**src/rtl/dec_key_scanner_pkg.sv**
```systemverilog
// Shared types and constants for the decimal key scanner.
package dec_key_scanner_pkg;

    localparam int unsigned KEY_W   = 10;
    localparam int unsigned DIGIT_W = 4;

    typedef enum logic [1:0] {
        IDLE,
        DEBOUNCE,
        HELD
    } scan_state_t;

    // Clearing the lowest set bit leaves something only when two or more bits are set.
    function automatic logic is_multi(input logic [KEY_W-1:0] k);
        return (k & (k - KEY_W'(1))) != '0;
    endfunction

    function automatic logic is_onehot(input logic [KEY_W-1:0] k);
        return (k != '0) && !is_multi(k);
    endfunction

endpackage

```
**src/rtl/dec_key_scanner_if.sv**
```systemverilog
// Digit output stream: FIFO head, valid/ready handshake and occupancy.
interface dec_key_scanner_if #(
    parameter int unsigned FIFO_DEPTH = 4
);
    import dec_key_scanner_pkg::*;

    logic [DIGIT_W-1:0]          digit_out;
    logic                        digit_valid;
    logic                        digit_ready;
    logic [$clog2(FIFO_DEPTH):0] fifo_count;

    modport master (
        output digit_out,
        output digit_valid,
        output fifo_count,
        input  digit_ready
    );

    modport slave (
        input  digit_out,
        input  digit_valid,
        input  fifo_count,
        output digit_ready
    );

endinterface

```
**src/rtl/dec_onehot_to_bcd.sv**
```systemverilog
// One-hot decimal key to BCD; anything that is not exactly one-hot maps to 0.
module dec_onehot_to_bcd
    import dec_key_scanner_pkg::*;
(
    input  logic [KEY_W-1:0]   onehot,
    output logic [DIGIT_W-1:0] bcd
);

    always_comb begin
        bcd = '0;
        if (is_onehot(onehot)) begin
            for (int unsigned i = 0; i < KEY_W; i++) begin
                if (onehot[i]) bcd = DIGIT_W'(i);
            end
        end
    end

endmodule

```
**src/rtl/dec_key_scanner.sv**
```systemverilog
// Debounced decimal key scanner feeding a first-word fall-through BCD digit FIFO.
module dec_key_scanner
    import dec_key_scanner_pkg::*;
#(
    parameter int unsigned DEBOUNCE_CYCLES = 4,
    parameter int unsigned FIFO_DEPTH      = 4
) (
    input  logic               clk,
    input  logic               rst,
    input  logic [KEY_W-1:0]   key_in,
    dec_key_scanner_if.master  dig,
    output logic               overflow,
    output logic               multi_key
);

    localparam int unsigned AW       = $clog2(FIFO_DEPTH);
    localparam logic [7:0]  CNT_LAST = 8'(DEBOUNCE_CYCLES - 1);
    localparam logic [AW:0] FULL     = (AW + 1)'(FIFO_DEPTH);

    scan_state_t        state;
    logic [KEY_W-1:0]   captured;
    logic [7:0]         cnt;
    logic [DIGIT_W-1:0] bcd;

    logic [DIGIT_W-1:0] mem [FIFO_DEPTH];
    logic [AW-1:0]      wr_ptr;
    logic [AW-1:0]      rd_ptr;
    logic [AW:0]        count;
    logic               push;
    logic               pop;
    logic               full;
    logic               accept;

    dec_onehot_to_bcd u_bcd (
        .onehot (captured),
        .bcd    (bcd)
    );

    assign push   = (state == DEBOUNCE) && (key_in == captured) && (cnt == CNT_LAST);
    assign full   = (count == FULL);
    assign pop    = (count != '0) && dig.digit_ready;
    // A pop on the same edge frees the slot, so a push into a full FIFO still lands.
    assign accept = push && (!full || pop);

    always_ff @(posedge clk) begin
        if (rst) begin
            state    <= IDLE;
            cnt      <= '0;
            captured <= '0;
        end else begin
            case (state)
                IDLE: begin
                    if (is_onehot(key_in)) begin
                        captured <= key_in;
                        cnt      <= '0;
                        state    <= DEBOUNCE;
                    end
                end
                DEBOUNCE: begin
                    if (key_in != captured)  state <= IDLE;
                    else if (cnt == CNT_LAST) state <= HELD;
                    else                      cnt   <= cnt + 8'd1;
                end
                HELD: begin
                    if (key_in == '0) state <= IDLE;
                end
                default: state <= IDLE;
            endcase
        end
    end

    always_ff @(posedge clk) begin
        if (rst) begin
            wr_ptr    <= '0;
            rd_ptr    <= '0;
            count     <= '0;
            overflow  <= 1'b0;
            multi_key <= 1'b0;
        end else begin
            if (accept) wr_ptr <= wr_ptr + AW'(1);
            if (pop)    rd_ptr <= rd_ptr + AW'(1);
            case ({accept, pop})
                2'b10:   count <= count + (AW + 1)'(1);
                2'b01:   count <= count - (AW + 1)'(1);
                default: count <= count;
            endcase
            overflow  <= push && full && !pop;
            multi_key <= is_multi(key_in);
        end
    end

    always_ff @(posedge clk) begin
        if (accept) mem[wr_ptr] <= bcd;
    end

    assign dig.digit_out   = mem[rd_ptr];
    assign dig.digit_valid = (count != '0);
    assign dig.fifo_count  = count;

endmodule

```
**src/flat_wrapper.sv**
```systemverilog
// flat-port wrapper written by rule: the top's interface ports become plain ports
module dec_key_scanner_flat import dec_key_scanner_pkg::*;
#(
    parameter int unsigned DEBOUNCE_CYCLES = 4,
    parameter int unsigned FIFO_DEPTH      = 4
)
  (clk, rst, key_in, overflow, multi_key, dig_digit_out, dig_digit_valid, dig_fifo_count, dig_digit_ready);
  dec_key_scanner_if #(.FIFO_DEPTH(FIFO_DEPTH)) dig_i ();
  input  logic clk;
  input  logic rst;
  input  logic [KEY_W-1:0] key_in;
  output logic overflow;
  output logic multi_key;
  output wire logic [$bits(dig_i.digit_out)-1:0] dig_digit_out;
  output wire logic [$bits(dig_i.digit_valid)-1:0] dig_digit_valid;
  output wire logic [$bits(dig_i.fifo_count)-1:0] dig_fifo_count;
  input wire logic [$bits(dig_i.digit_ready)-1:0] dig_digit_ready;
  assign dig_digit_out = dig_i.digit_out;
  assign dig_digit_valid = dig_i.digit_valid;
  assign dig_fifo_count = dig_i.fifo_count;
  assign dig_i.digit_ready = dig_digit_ready;
  dec_key_scanner #(.DEBOUNCE_CYCLES(DEBOUNCE_CYCLES), .FIFO_DEPTH(FIFO_DEPTH)) u_core (.clk(clk), .rst(rst), .key_in(key_in), .dig(dig_i), .overflow(overflow), .multi_key(multi_key));
endmodule
```
**config.mk**
```make
export PLATFORM = sky130hd
export DESIGN_NAME = dec_key_scanner_flat
export DESIGN_NICKNAME = d
export VERILOG_FILES = /design/src/rtl/dec_key_scanner_pkg.sv /design/src/rtl/dec_key_scanner_if.sv /design/src/rtl/dec_onehot_to_bcd.sv /design/src/rtl/dec_key_scanner.sv /design/src/flat_wrapper.sv
export SDC_FILE = /design/constraint.sdc
export NUM_CORES = 1
export LEC_CHECK = 0
export ABC_AREA = 1
export CORE_MARGIN = 2
export CORE_UTILIZATION = 35
export CTS_BUF_LIST = sky130_fd_sc_hd__clkbuf_4 sky130_fd_sc_hd__clkbuf_8
export CTS_CLUSTER_SIZE = 25
export DETAILED_ROUTE_END_ITERATION = 8
export SYNTH_ARGS = -nofsm -noshare
export SYNTH_HDL_FRONTEND = slang
export SYNTH_HIERARCHICAL = 1
export SYNTH_SLANG_ARGS = --single-unit
```
**constraint.sdc**
```tcl
create_clock -name clk -period 2.6 [get_ports clk]
set_input_delay 0.78 -clock clk [delete_from_list [all_inputs] [get_ports clk]]
set_output_delay 0.78 -clock clk [all_outputs]
set_load 0.05 [all_outputs]
```
Word-level counts from Yosys, hierarchy flattened
Memories as Yosys holds them, arrays and structs flattened. A register that Yosys moved wholly into a read port is not among the register bits.
Cells that the tools add are included.
- add/sub/neg operators: 7
- equal/unequal tests: 13
- muxes and demuxes: 24
- bitwise logic cells: 2
- reduce and logical (&&, ||, !) cells: 25
- operators by type and width (operator ; count):
    10-bit nonzero test ; 4
    4-bit 2-to-1 mux ; 9
    8-bit 2-to-1 mux ; 3
    10-bit AND ; 2
    10-bit by 1-bit subtractor with 10-bit output, second input constant ; 2
    8-bit one-hot mux with 2 select lines ; 1
    2-bit 2-to-1 mux ; 6
    10-bit == test ; 1
    10-bit logical NOT ; 1
    10-bit != test ; 1
    8-bit by 1-bit adder with 8-bit output, second input constant ; 1
    8-bit by 2-bit == test with 1-bit output, second input constant ; 1
    1-bit logical AND ; 8
    2-bit one-hot mux with 3 select lines ; 1
    3-bit one-hot mux with 2 select lines ; 1
    2-bit by 1-bit adder with 2-bit output, second input constant ; 2
    2-bit by 1-bit == test with 1-bit output, second input constant ; 2
    2-bit == test, second input constant ; 2
    1-bit logical NOT ; 4
    2-bit by 1-bit != test with 1-bit output, second input constant ; 2
    2-bit != test, second input constant ; 2
    4-bit AND reduction ; 1
    2-bit nonzero test ; 2
    3-bit by 1-bit adder with 3-bit output, second input constant ; 1
    other kinds (9) ; 11
- register bits: 29
- RAM bits: 16
- output and inout port bits: 10
- logic and storage cells: 80
- memories: 1
- memories (memory ; words ; width ; read ports ; clocked after memory_dff ; write ports ; RTL line ; source):
    u_core.mem ; 4 ; 4 ; 1 ; 1 ; 1 ; dec_key_scanner.sv:25 ; logic [DIGIT_W-1:0] mem [FIFO_DEPTH];

Depth between registers and ports, before layout
- word-level depth: 10
- gate-level depth with buffers: 14
- mapped depth without buffers: 14

Cells and area by module
The synthesis kept the hierarchy.
- by module, submodules not included (module ; instances ; cells each ; area each (um^2) ; seq. area each (um^2)):
    dec_key_scanner ; 1 ; 328 ; 2459.9 ; 1101.1
    dec_onehot_to_bcd ; 1 ; 50 ; 216.5 ; 0.0

Least setup slack after synthesis
Ideal clock, no wire load.
- kind: reg2reg
- from: register u_core.count[2] (netlist: u_core/dig.fifo_count[2])
- to: register u_core.count[2] (netlist: u_core/dig.fifo_count[2])
- setup time: 0.115 ns
- data arrival time: 2.237 ns
- required time: 2.485 ns
- slack: 0.248 ns
- cell stages (with the launch flop): 11
- buffers on the path: 0
- period minus slack after synthesis: 2.352 ns
- cells stage by stage: dfxtp_1 > inv_1 > nand2_1 > nand2_1 > inv_1 > nand2_2 > fa_1 > inv_1 > nand3_1 > a21oi_1 > nor2_1
- word-level cells in the longest chain between the ends: 6
- RTL lines (item ; RTL line ; source):
    from (decl) ; dec_key_scanner.sv:28 ; logic [AW:0] count;
    from (signal assigned) ; dec_key_scanner.sv:83 ; 2'b10: count <= count + (AW + 1)'(1);
    from (signal assigned) ; dec_key_scanner.sv:84 ; 2'b01: count <= count - (AW + 1)'(1);
    from (signal assigned) ; dec_key_scanner.sv:85 ; default: count <= count;
    3-bit nonzero test * ; n/a ;
    net dig_digit_valid ; flat_wrapper.sv:15 ; output wire logic [$bits(dig_i.digit_valid)-1:0] dig_digit_valid;
    1-bit logical AND * ; dec_key_scanner.sv:41 ; assign pop = (count != '0) && dig.digit_ready;
    1-bit logical OR ; dec_key_scanner.sv:43 ; assign accept = push && (!full || pop);
    1-bit logical AND ; dec_key_scanner.sv:43 ;
    2-bit by 1-bit == test with 1-bit output or 2-bit == test (tied branches) ; dec_key_scanner.sv:82 ; case ({accept, pop})
    3-bit one-hot mux with 2 select lines or 2-bit nonzero test (tied branches) ; n/a ;
The timed path passes the listed nets; every way through them passes the cells marked *.
A chain may end at the register's enable or synchronous reset.

Worst setup path after layout
- from: input port key_in[3]
- to: register u_core.count[2] (netlist: u_core/dig.fifo_count[2])
- word-level cells in the longest chain between the ends: 6
- RTL lines (item ; RTL line ; source):
    from (decl) ; flat_wrapper.sv:11 ; input logic [KEY_W-1:0] key_in;
    10-bit == test * ; dec_key_scanner.sv:39 ; assign push = (state == DEBOUNCE) && (key_in == captured) && (cnt == CNT_LAST);
    1-bit logical AND * (2 in a row) ; dec_key_scanner.sv:39 ;
    1-bit logical AND * ; dec_key_scanner.sv:43 ;
    2-bit by 1-bit == test with 1-bit output or 2-bit == test (tied branches) ; dec_key_scanner.sv:82 ;
    3-bit one-hot mux with 2 select lines or 2-bit nonzero test (tied branches) ; n/a ;
Every way passes the cells marked *; elsewhere a longest branch is shown, timed or not.

==> implementation parameters <==
Parameter                              Value

Logic synthesis
  Proportion of synthesized chip area in sequential cells    roughly 41%
  Area fraction of the dominant cell type after synthesis    between 20% and 30%
  Most instantiated library cell after synthesis    nand2_1
  Dominant synthesized flop cell    dfxtp_1
  Post-synthesis cell count    378
  Post-synthesis async set-or-reset flop share    0%
  Count of distinct cell types in the synthesized netlist    36
  Biggest area contributors in the synthesized netlist    dfxtp_1 23%, edfxtp_1 18%, nand2_1 12%, inv_1 7.6%, nor2_1 7.6%
  Number of warnings printed during yosys synthesis    6
  Post-synthesis sequential element count    between 40 and 50
  Number of nets in the synthesized netlist    slightly below 400
  Cell area after technology mapping    2680 um2
  Most frequent cells after synthesis    84 x nand2_1, 54 x inv_1, 54 x nor2_1
  Post-synthesis area per instance    7.08 um2
  Number of synthesized flops with an enable pin    16
  Library cell occupying the most area in the post-synthesis netlist    dfxtp_1

Clock tree
  Deepest level of the CTS H-tree    2
  Num CTS Buffers    5
  CTS clock-pin slew for the worst setup and hold paths    roughly 0.08 ns
  TritonCTS clock tree    yes
  Maximum clock insertion buffer count    2
  Number of buffers inserted by hold repair at cts    0
  Sink count of the clock tree    47
  CTS Root Buffer Type    clkbuf_8
  Worst skew pair latency    0.30 ns

STA
  Crit share post-route    93.7%
  Slew Viols, Final    0
  Final Hold Violating Endpoints    0
  Setup repair after global routing missed its margin    no
  Setup TNS    0 ns
  Worst hold slack across all endpoints    0.472 ns
  Clk_skew    just over 0.003 ns
  Slew at the pin closest to its max-slew limit    ~0.49 ns
  Relative slew margins    67.1%
  Final min period    about 2.4 ns
  Fmax achieved    410 MHz
  Count of final setup violators    0

Global route
  Global-route usage over all layers    14.6%
  Met3 usage in global routing    around 2.7%
  Initial antenna violation count    0
  Global-route wire length before repair    between 10 and 15 mm
  Overflow after GRT    0
  Maximum number of pins on one net before global-route repair    17
  Met1 Usage GRT    about a fifth
  Number of global-route vias before repair    between 2000 and 2500
  Met2 Resource Use GR    between 20% and 30%
  Layer with the highest usage after global routing    met2

Pwr
  Switching fraction of total power    ~36%
  Gate power share    between 30% and 40%
  Net switching power    approximately 0.7 mW
  Portion of total power attributed to the clock network    a little over a quarter
  Total power density per cell area    around 600 nW/um2
  Register share of total power    around 41%
  Overall power consumption    around 2.0 mW
  Internal power summed over all cells    1.30 mW
  IR drop worst, VDD    between 0.2 and 0.25 mV
  Leakage power summed over all cells    1.43 nW

Routing
  Remaining DRCs    0
  Post-route ant nets    0
  Length of the first detailed-routing pass in iterations    4
  Total detailed-routing wirelength    around 5.7 mm
  Avg WL per Cell    between 10 and 15 um
  Via-per-instance ratio    about 4.5
  Routed via count    roughly 2400
  Violation count after the first detailed-routing iteration    82

Final layout
  Non-filler cells, final    ~530
  Number of nets in the final layout    approximately 450
  Synthesis-to-finish area growth    25.2%
  Fill cell total of the finished layout    between 700 and 800
  Fraction of layout instances using a drive strength above 1    15.9%
  Diode insertion count for antenna repair    0

Placed design
  Half-perimeter wire length after detailed placement    4.46 mm
  Routability Congestion    0.872
  Count of buffers from port buffering    22
  Number of instances in the placed design    roughly 520

Worst setup path
  Cell chain of the critical path    clkdlybuf4s50_1 -> nand2_1 -> nand2_1 -> nor2_1 -> and2_1 -> nand3_4 -> nand2_2 -> fa_1 -> inv_1 -> nand3_1 -> a21oi_1 -> nor2_1
  Kind of start point of the critical path    input port
  Required time of the critical path    2.80 ns
  Maximum net fanout on the critical path    6
  Crit path max-delay cell type    clkdlybuf4s50_1
  Data arrival time of the worst path    between 2 and 3 ns
  Total buffers and inverters traversed by the critical path    2
  Worst Path Class, Setup    input port to flip-flop
  Delay contributed by the slowest stage of the critical path    between 0.5 and 0.6 ns
  CP endpoint kind    flip-flop
  CP delay by family, top    simple AND/OR/NAND/NOR gates

Floorplan
  CORE AREA    approximately 7300 um2
  Overall die area    between 8000 and 9000 um2
  Vertical die dimension    between 90 and 100 um
  Number of core rows    31
  Die X-Extent    91.4 um
  Effective utilization at floorplan    between 30 and 40%
  Number of ports placed on the die boundary    23

Hold path
  Class of the most critical hold timing path    flip-flop to flip-flop

Flow run
  Maximum capacitance violations    0

Outcome
  Run status    complete, no violations
-- worst reg2reg max path, cell delays in order, from the launching register on --
cell     delay, ns
dfxtp_1       0.47
inv_1         0.10
nand2_1       0.10
nand2_1       0.06
nor2_1        0.10
nand2_1       0.09
nor2_4        0.16
nand3_4       0.11
nand2_2       0.11
fa_1          0.40
inv_1         0.06
nor2_1        0.04
nor2_1        0.07
-- repair_timing --
action                                  in CTS  in global routing
gates resized for setup                      0                  3
buffers inserted                             0                  1
endpoints found under the setup margin       0                 14
-- final timing paths --
check / start / endpoint / slack (ns) / cells after the start
max: key_in[3] / u_core/dig.fifo_count[2] / 0.16 / 12
min: u_core/rd_ptr[1] / u_core/rd_ptr[1] / 0.47 / 2
min reg2reg: u_core/rd_ptr[1] / u_core/rd_ptr[1] / 0.47 / 2
max reg2reg: u_core/captured[4] / u_core/dig.fifo_count[1] / 0.68 / 12
-- per-layer routing --
layer | up-vias | part of all wire, %
met3 | 12 | 3.2
met2 | 38 | 47
met5 | - | 0
met1 | 1052 | 48
met4 | 0 | 1.7
li1 | 1313 | -
-- stage by stage --
stage / setup slack, ns / cell area [um2] / util (%)
finish: 0.163 / 3350 / 45.7
global route: 0.0408 / 3350 / 45.7
CTS: 0.137 / 3330 / 45.4
floorplan: 0.248 / 2680 / -
global placement: -0.171 / 3220 / 43.9
detailed placement: -0.194 / 3220 / 43.9
-- flip-flops by register name (all words and copies together) (netlist names), named ones only --
register / flops
u_core/cnt: 8
u_core/rd_ptr: 2
u_core/multi_key: 1
u_core/dig.fifo_count: 3
u_core/mem: 16
u_core/wr_ptr: 2
u_core/overflow: 1
u_core/captured: 10
u_core/state: 2
-- area by class of cell --
class,count,area [um2],area share [%]
Clock buffer,5,68.8,2.05
Clock inverter,3,42.5,1.27
Inverter,58,218,6.50
Multi-Input combinational cell,264,1320,39.3
Sequential cell,47,1100,32.9
Tap cell,99,124,3.70
Timing Repair Buffer,56,480,14.3
-- power by group through the flow --
stage,registers (mW),logic (mW),clock network [mW]
floorplan,0.894,0.395,0
global placement,0.841,0.643,0
detailed placement,0.842,0.648,0
CTS,0.826,0.650,0.562
global route,0.834,0.718,0.589
finish,0.823,0.653,0.539
-- cell usage in the layout, fill, tap and decap left out, types with 2 or more instances in the layout --
master           synthesis  routed
nand2_1                 84      84
inv_1                   54      54
nor2_1                  54      54
buf_4                    1      37
dfxtp_1                 31      31
o21ai_0                 27      27
a21oi_1                 25      25
nand3_1                 18      18
clkdlybuf4s50_1          0      17
edfxtp_1                16      16
nor2_2                  10       9
nand4_1                  7       7
clkbuf_8                 0       5
ha_1                     5       5
inv_2                    4       4
o22ai_1                  4       4
o21ai_1                  4       4
nor3_1                   4       4
nor2_4                   2       3
nand2_2                  3       3
xnor2_1                  2       2
xor2_1                   2       2
-- cell families after synthesis --
family	share of synthesized area, %
AOI/OAI and AO/OA	12.6
xor gates and xnor gates	1.31
adders and majority gates	3.09
buffers and inverters	10.2
DFF	41.1
and+or+nand+nor	31.7
Note: power is estimated with default switching activity, not from simulation.
